`src/rtl/bram_image_loader_pkg.sv`:
```
// Shared definitions for the image BRAM fill path: channel codes understood by the
// BRAM controller, plus the R->G->B channel stepping helper.
package bram_image_loader_pkg;

  localparam logic [1:0] CH_RED   = 2'b01;
  localparam logic [1:0] CH_GREEN = 2'b10;
  localparam logic [1:0] CH_BLUE  = 2'b11;

  function automatic logic [1:0] next_channel(input logic [1:0] ch);
    unique case (ch)
      CH_RED:   next_channel = CH_GREEN;
      CH_GREEN: next_channel = CH_BLUE;
      default:  next_channel = CH_RED;
    endcase
  endfunction

endpackage

```
`src/rtl/bram_image_loader.sv`:
```
// Byte-stream to three-channel image BRAM fill stage; interleaved R,G,B bytes in, registered writes out.
// Optional frame checksum output enabled by defining LOADER_CHECKSUM_EN.
module bram_image_loader
  import bram_image_loader_pkg::*;
#(
  parameter int ADDR_W     = 17,
  parameter int DATA_W     = 8,
  parameter int NUM_PIXELS = 76800
) (
  input  logic              clk,
  input  logic              rst,
  input  logic              start,
  input  logic [DATA_W-1:0] in_data,
  input  logic              in_valid,
  output logic              in_ready,
  output logic [ADDR_W-1:0] bram_addr,
  output logic [1:0]        bram_channel,
  output logic              bram_we,
  output logic [DATA_W-1:0] bram_data,
  output logic              busy,
  output logic              done
`ifdef LOADER_CHECKSUM_EN
  ,
  output logic [15:0]       checksum
`endif
);

  typedef enum logic [1:0] {
    S_IDLE = 2'd0,
    S_LOAD = 2'd1,
    S_DONE = 2'd2
  } state_t;

  localparam logic [ADDR_W-1:0] LAST_PIX = ADDR_W'(NUM_PIXELS - 1);

  state_t            state_q, state_d;
  logic [ADDR_W-1:0] cnt_q, cnt_d;
  logic [1:0]        ptr_q, ptr_d;
  logic              we_q;
  logic [ADDR_W-1:0] addr_q;
  logic [1:0]        ch_q;
  logic [DATA_W-1:0] data_q;

  logic accept;
  logic last_byte;

  assign in_ready  = (state_q == S_LOAD);
  assign accept    = in_valid & in_ready;
  assign last_byte = (ptr_q == CH_BLUE) && (cnt_q == LAST_PIX);

  always_comb begin
    state_d = state_q;
    cnt_d   = cnt_q;
    ptr_d   = ptr_q;
    unique case (state_q)
      S_IDLE: begin
        if (start) begin
          state_d = S_LOAD;
          cnt_d   = '0;
          ptr_d   = CH_RED;
        end
      end
      S_LOAD: begin
        if (accept) begin
          ptr_d = next_channel(ptr_q);
          // Counter stops on the final pixel so it can never run past the frame.
          if (last_byte) begin
            state_d = S_DONE;
          end else if (ptr_q == CH_BLUE) begin
            cnt_d = cnt_q + ADDR_W'(1);
          end
        end
      end
      S_DONE:  state_d = S_IDLE;
      default: state_d = S_IDLE;
    endcase
  end

  always_ff @(posedge clk) begin
    if (rst) begin
      state_q <= S_IDLE;
      cnt_q   <= '0;
      ptr_q   <= CH_RED;
      we_q    <= 1'b0;
      addr_q  <= '0;
      ch_q    <= CH_RED;
      data_q  <= '0;
    end else begin
      state_q <= state_d;
      cnt_q   <= cnt_d;
      ptr_q   <= ptr_d;
      we_q    <= accept;
      // Address/channel/data hold their last written values between writes.
      if (accept) begin
        addr_q <= cnt_q;
        ch_q   <= ptr_q;
        data_q <= in_data;
      end
    end
  end

  assign bram_addr    = addr_q;
  assign bram_channel = ch_q;
  assign bram_we      = we_q;
  assign bram_data    = data_q;
  assign busy         = (state_q == S_LOAD);
  assign done         = (state_q == S_DONE);

`ifdef LOADER_CHECKSUM_EN
  logic [15:0] sum_q;

  always_ff @(posedge clk) begin
    if (rst || (state_q == S_IDLE && start)) begin
      sum_q <= '0;
    end else if (accept) begin
      sum_q <= sum_q + 16'(in_data);
    end
  end

  assign checksum = sum_q;
`endif

endmodule

```
`config.mk`:
```
export PLATFORM = sky130hd
export DESIGN_NAME = bram_image_loader
export DESIGN_NICKNAME = d
export VERILOG_FILES = /design/src/rtl/bram_image_loader_pkg.sv /design/src/rtl/bram_image_loader.sv
export SDC_FILE = /design/constraint.sdc
export NUM_CORES = 1
export LEC_CHECK = 0
export BUFFER_PORTS_ARGS = -buffer_cell sky130_fd_sc_hd__buf_2
export CAP_MARGIN = 20
export CORE_MARGIN = 1
export CORE_UTILIZATION = 54
export DETAILED_ROUTE_END_ITERATION = 16
export GPL_ROUTABILITY_DRIVEN = 1
export PLACE_DENSITY_LB_ADDON = 0.2
export RECOVER_POWER = 50
export SKIP_CTS_REPAIR_TIMING = 1
export SLEW_MARGIN = 20
export SYNTH_ARGS = -nofsm -noshare
export SYNTH_HDL_FRONTEND = slang
export SYNTH_SLANG_ARGS = --single-unit
```
`constraint.sdc`:
```
create_clock -name clk -period 2.44 [get_ports clk]
set_input_delay 0.488 -clock clk [delete_from_list [all_inputs] [get_ports clk]]
set_output_delay 0.488 -clock clk [all_outputs]
set_load 0.02 [all_outputs]
```
[Yosys cells after proc, flatten, opt, wreduce, memory -nomap -nowiden]
Cells that the tools add are included.
Storage, ports and cells
  register bits after elaboration: 49
  word-level logic and storage cells: 38
Cells by class
  $add $sub $neg: 1
  equal/unequal tests: 11
  multiplexer cells: 12
  bitwise logic cells: 1
  reductions and logical operators: 6
Operator list (count)
  $mux W17: 4
  $pmux W17 S2: 1
  $add A17 B1 Y17 const B: 1
  $eq A17 B17 Y1 const B: 1
  $pmux W2 S2: 3
  $mux W2: 4
  $eq A2 B2 Y1 const B: 3
  $ne A2 B1 Y1 const B: 3
  $reduce_and A3 Y1: 2
  $reduce_and A5 Y1: 1
  $eq A2 B1 Y1 const B: 2
  $ne A2 B2 Y1 const B: 2
  $logic_not A2 Y1: 1
  $reduce_bool A2 Y1: 1
  $and A1 B1 Y1: 1
  $logic_and A1 B1 Y1: 1

[Logic depth before layout (Yosys ltp)]
  depth after elaboration: 5
  depth in mapped cells: 8

[Least setup slack after synthesis]
Ideal clock, no wire load.
  kind: input port to flip-flop
  start: input port start
  end: register cnt_q[3]
  setup time: 0.059 ns
  arrival time: 1.717 ns
  path slack: 0.663 ns
  stages on the path: 6
  path through: nand2b_1 > nor2_1 > or2_2 > clkbuf_1 > or4_1 > nand2_1
On the way
  cells in the longest elaborated chain, start to end: 2
Ends and longest elaborated chain
  start: declaration: RTL line bram_image_loader.sv:12  | input logic start,
  $ne A2 B2 Y1 (no source line)
  $reduce_and A5 Y1 (no source line)
  end signal: assignment: RTL line bram_image_loader.sv:90  | cnt_q <= cnt_d;
  end: declaration: RTL line bram_image_loader.sv:37  | logic [ADDR_W-1:0] cnt_q, cnt_d;
Every way passes these cells.
A chain may end at the register's enable or synchronous reset.

[Final worst setup path]
  start: register cnt_q[0]
  end: register cnt_q[4]
On the way
  cells in the longest elaborated chain, start to end: 5
  elaborated cells between the ends (all ways): 9
  those cells by class: add/sub: 1; eq/ne: 2; mux: 4; reduce/logical: 2
Ends and longest elaborated chain
  $add A17 B1 Y17: RTL line bram_image_loader.sv:70  | cnt_d = cnt_q + ADDR_W'(1);
  $mux W17: RTL line bram_image_loader.sv:69  | end else if (ptr_q == CH_BLUE) begin
  $mux W17: RTL line bram_image_loader.sv:67  | if (last_byte) begin
  $mux W17: RTL line bram_image_loader.sv:64  | if (accept) begin
  $pmux W17 S2: RTL line bram_image_loader.sv:55  | unique case (state_q)
Several ways; a longest one is shown, not always the timed one. The select of a mux whose other input is x is not followed.

==> results.sh <==
export IMPL_tns_ps=0
export IMPL_cp_max_fo=11
export IMPL_ys_seq_elements=49
export IMPL_drt_iter0_drc=76
export IMPL_yosysUniqueCellTypes=40
export IMPL_hold_viol=0
export IMPL_hold_class="input port to flop"
export IMPL_core_area_um2=3690
export IMPL_rows=22
export IMPL_dieArea_um2=4160
export IMPL_fmax_mhz=487
export IMPL_drive_gt1_share_pct=12.0
export IMPL_critical_path_class="flop to flop"
export IMPL_period_minus_slack_ps=2050
export IMPL_vias_per_cell=5.25
export IMPL_final_common_cell="nand2_1"
export IMPL_status="complete, no violations"
export IMPL_yosys_warnings=0
export IMPL_cp_end_kind="flop"
export IMPL_die_w_um=64.5
export IMPL_dp_hpwl_um=2910
export IMPL_fill_cells=359
export IMPL_gp_congestion=0.904
export IMPL_slew_headroom_pct=31.6
export IMPL_first_pass_iters=4
export IMPL_clockBufferDepth=2
export IMPL_rrSetupSlack_ps=390
export IMPL_rsz0062_at_grt="false"
export IMPL_grt_total_usage_pct=22.3
export IMPL_fin_worst_skew_ps=4.54
export IMPL_nNetsFinal=306
export IMPL_grt_pass1_wl_um=7160
export IMPL_postRouteAntennaNets=0
export IMPL_antennaDiodeCount=0
export IMPL_ir_drop_v=0.000373
export IMPL_grt_pass1_vias=1639
export IMPL_r2r_cells=6
export IMPL_wl_per_cell_um=12.1
export IMPL_setup_violations=0
export IMPL_hold_end="bram_data[7]$_SDFFE_PP0P_"
export IMPL_yosysSeqAreaShare_pct=46.6
export IMPL_overflow=0
export IMPL_start_util_pct=57.1
export IMPL_io_pins=43
export IMPL_power_density_nw_per_um2=629
export IMPL_cts_made_buffers=5
export IMPL_area_delta_synth_final_pct=13.8
export IMPL_syn_instance_count=256
export IMPL_worstMarginPinSlew_ps=1030
export IMPL_finalCritPeriodShare_pct=84.2
export IMPL_final_core_util_pct=65.0
export IMPL_crit_arrival_ps=2280
export IMPL_portBuffers=42
export IMPL_power_w=0.00151
export IMPL_final_cell_mix="nand2_1 (64), dfxtp_1 (49), a21oi_1 (33)"
export IMPL_startpoint_type="flop"
export IMPL_synth_area_um2=2110
export IMPL_routed_wl_um=4100
export IMPL_antenna_found_initial=0
export IMPL_finalInstanceArea_um2=2400
export IMPL_cap_violations=0
export IMPL_vias=1784
export IMPL_reg2reg_from="cnt_q[0]$_SDFFE_PP0P_"
export IMPL_cts_htree_levels=2
export IMPL_clock_latency_ps=300
export IMPL_cts_tree="done"
export IMPL_syn_num_nets=271
export IMPL_grt_max_degree=35
export IMPL_worstHoldPathCells=3
export IMPL_slew_violations=0
export IMPL_clock_root_buffer="clkbuf_8"
export IMPL_dpl_cell_area_um2=2320
export IMPL_fp_dieH_um=64.5
export IMPL_synth_area_per_cell_um2=8.23
export IMPL_p_leak_nw=0.827
export IMPL_clkTransAtPathRegs_ps=80
export IMPL_holdCritStartpoint="in_data[7]"
export IMPL_clkSinkCount=49
export IMPL_r2r_end="cnt_q[4]$_SDFFE_PP0P_"
export IMPL_finalWorstSetupSlack_ps=386
export IMPL_drcViolationCount=0
export IMPL_preCtsSetupSlack_ps=410
export IMPL_cp_required_ps=2670
==> layout make-up <==
type | count | area (um2) | area share, %
clock buffer | 7 | 86.3 | 3.60
clock inverter | 1 | 30.0 | 1.25
inverter | 3 | 11.3 | 0.470
multi-input combinational | 187 | 1030 | 43.0
sequential | 49 | 981 | 40.9
tap | 48 | 60.1 | 2.51
timing repair buffer | 45 | 198 | 8.25
==> where the power goes <==
group	leakage (nW)	switching, W	internal [W]
Sequential	0.396	0.00000974	0.000810
Combinational	0.373	0.0000704	0.0000318
Clock	0.0585	0.000252	0.000334
==> layer usage <==
layer,vias up,share of wire (%),track usage (%)
met4,0,1.1,6.94
li1,946,-,-
met3,5,3.4,5.81
met5,-,0,0
met1,805,47,29.1
met2,28,48,35.8
==> worst max-delay path: stages (launching register included) <==
cell and delay [ps]:
dfxtp_1 390, ha_1 210, nand2_1 120, or3_1 570, o21ai_2 400, o21ai_0 160
a21oi_1 150
==> stage by stage <==
stage	hold slack, ps	cells
finish	416	340
global route	411	340
CTS	412	340
detailed placement	445	332
global placement	439	332
floorplan	450	256
==> cells by family (layout without fill, tap and decap cells) <==
| group | count (synthesis) | count (layout) | synth area share [%] |
|---|---|---|---|
| simple gates | 125 | 125 | 28.3 |
| compound gates | 50 | 50 | 15.1 |
| buf+inv | 20 | 56 | 4.51 |
| fa+ha+maj | 3 | 3 | 1.78 |
| flops | 49 | 49 | 46.6 |
| xor+xnor | 9 | 9 | 3.74 |
==> synth_stat cells <==
master,instances,area share [%]
a211oi_1,1,0.36
a21oi_1,33,7.8
a21oi_4,1,0.77
a31o_2,1,0.42
and2_1,1,0.30
and3_1,1,0.30
and4_1,1,0.42
buf_2,1,0.24
buf_4,3,1.1
buf_6,1,0.53
clkbuf_1,12,2.1
dfxtp_1,49,47
ha_1,3,1.8
inv_1,3,0.53
nand2_1,64,11
nand2b_1,2,0.59
nand3_1,8,1.9
nand3b_1,1,0.36
nand4_1,5,1.5
nand4_2,2,1.2
nor2_1,17,3.0
nor2_2,1,0.30
nor2b_1,4,1.2
nor3_1,3,0.71
nor4_1,2,0.59
nor4b_1,2,0.83
o2111ai_1,2,0.83
o211ai_1,5,1.8
o21ai_0,3,0.71
o21ai_2,1,0.42
o311ai_4,1,1.2
o31ai_1,1,0.36
o32ai_1,1,0.42
or2_2,2,0.59
or3_1,3,0.89
or3_2,2,0.71
or3b_2,1,0.42
or4_1,3,1.1
xnor2_1,1,0.42
xor2_1,8,3.3
==> state kept, by name, indices dropped and copies added, names as in the netlist <==
name / count
bram_addr: 17
bram_channel: 2
bram_data: 8
bram_we: 1
cnt_q: 17
ptr_q: 2
state_q: 2
==> how the worst max path moves through the flow <==
| stage | startpoint | endpoint | slack [ps] | depth (start not counted) |
|---|---|---|---|---|
| after floorplan | start | cnt_q[3]$_SDFFE_PP0P_ | 660 | 6 |
| after global placement | cnt_q[0]$_SDFFE_PP0P_ | cnt_q[0]$_SDFFE_PP0P_ | 440 | 6 |
| after detailed placement | cnt_q[0]$_SDFFE_PP0P_ | cnt_q[4]$_SDFFE_PP0P_ | 410 | 6 |
| after CTS | cnt_q[0]$_SDFFE_PP0P_ | cnt_q[4]$_SDFFE_PP0P_ | 380 | 6 |
| after global routing | cnt_q[0]$_SDFFE_PP0P_ | cnt_q[4]$_SDFFE_PP0P_ | 160 | 6 |
| final | cnt_q[0]$_SDFFE_PP0P_ | cnt_q[4]$_SDFFE_PP0P_ | 390 | 6 |
Note: power is estimated with default switching activity, not from simulation.
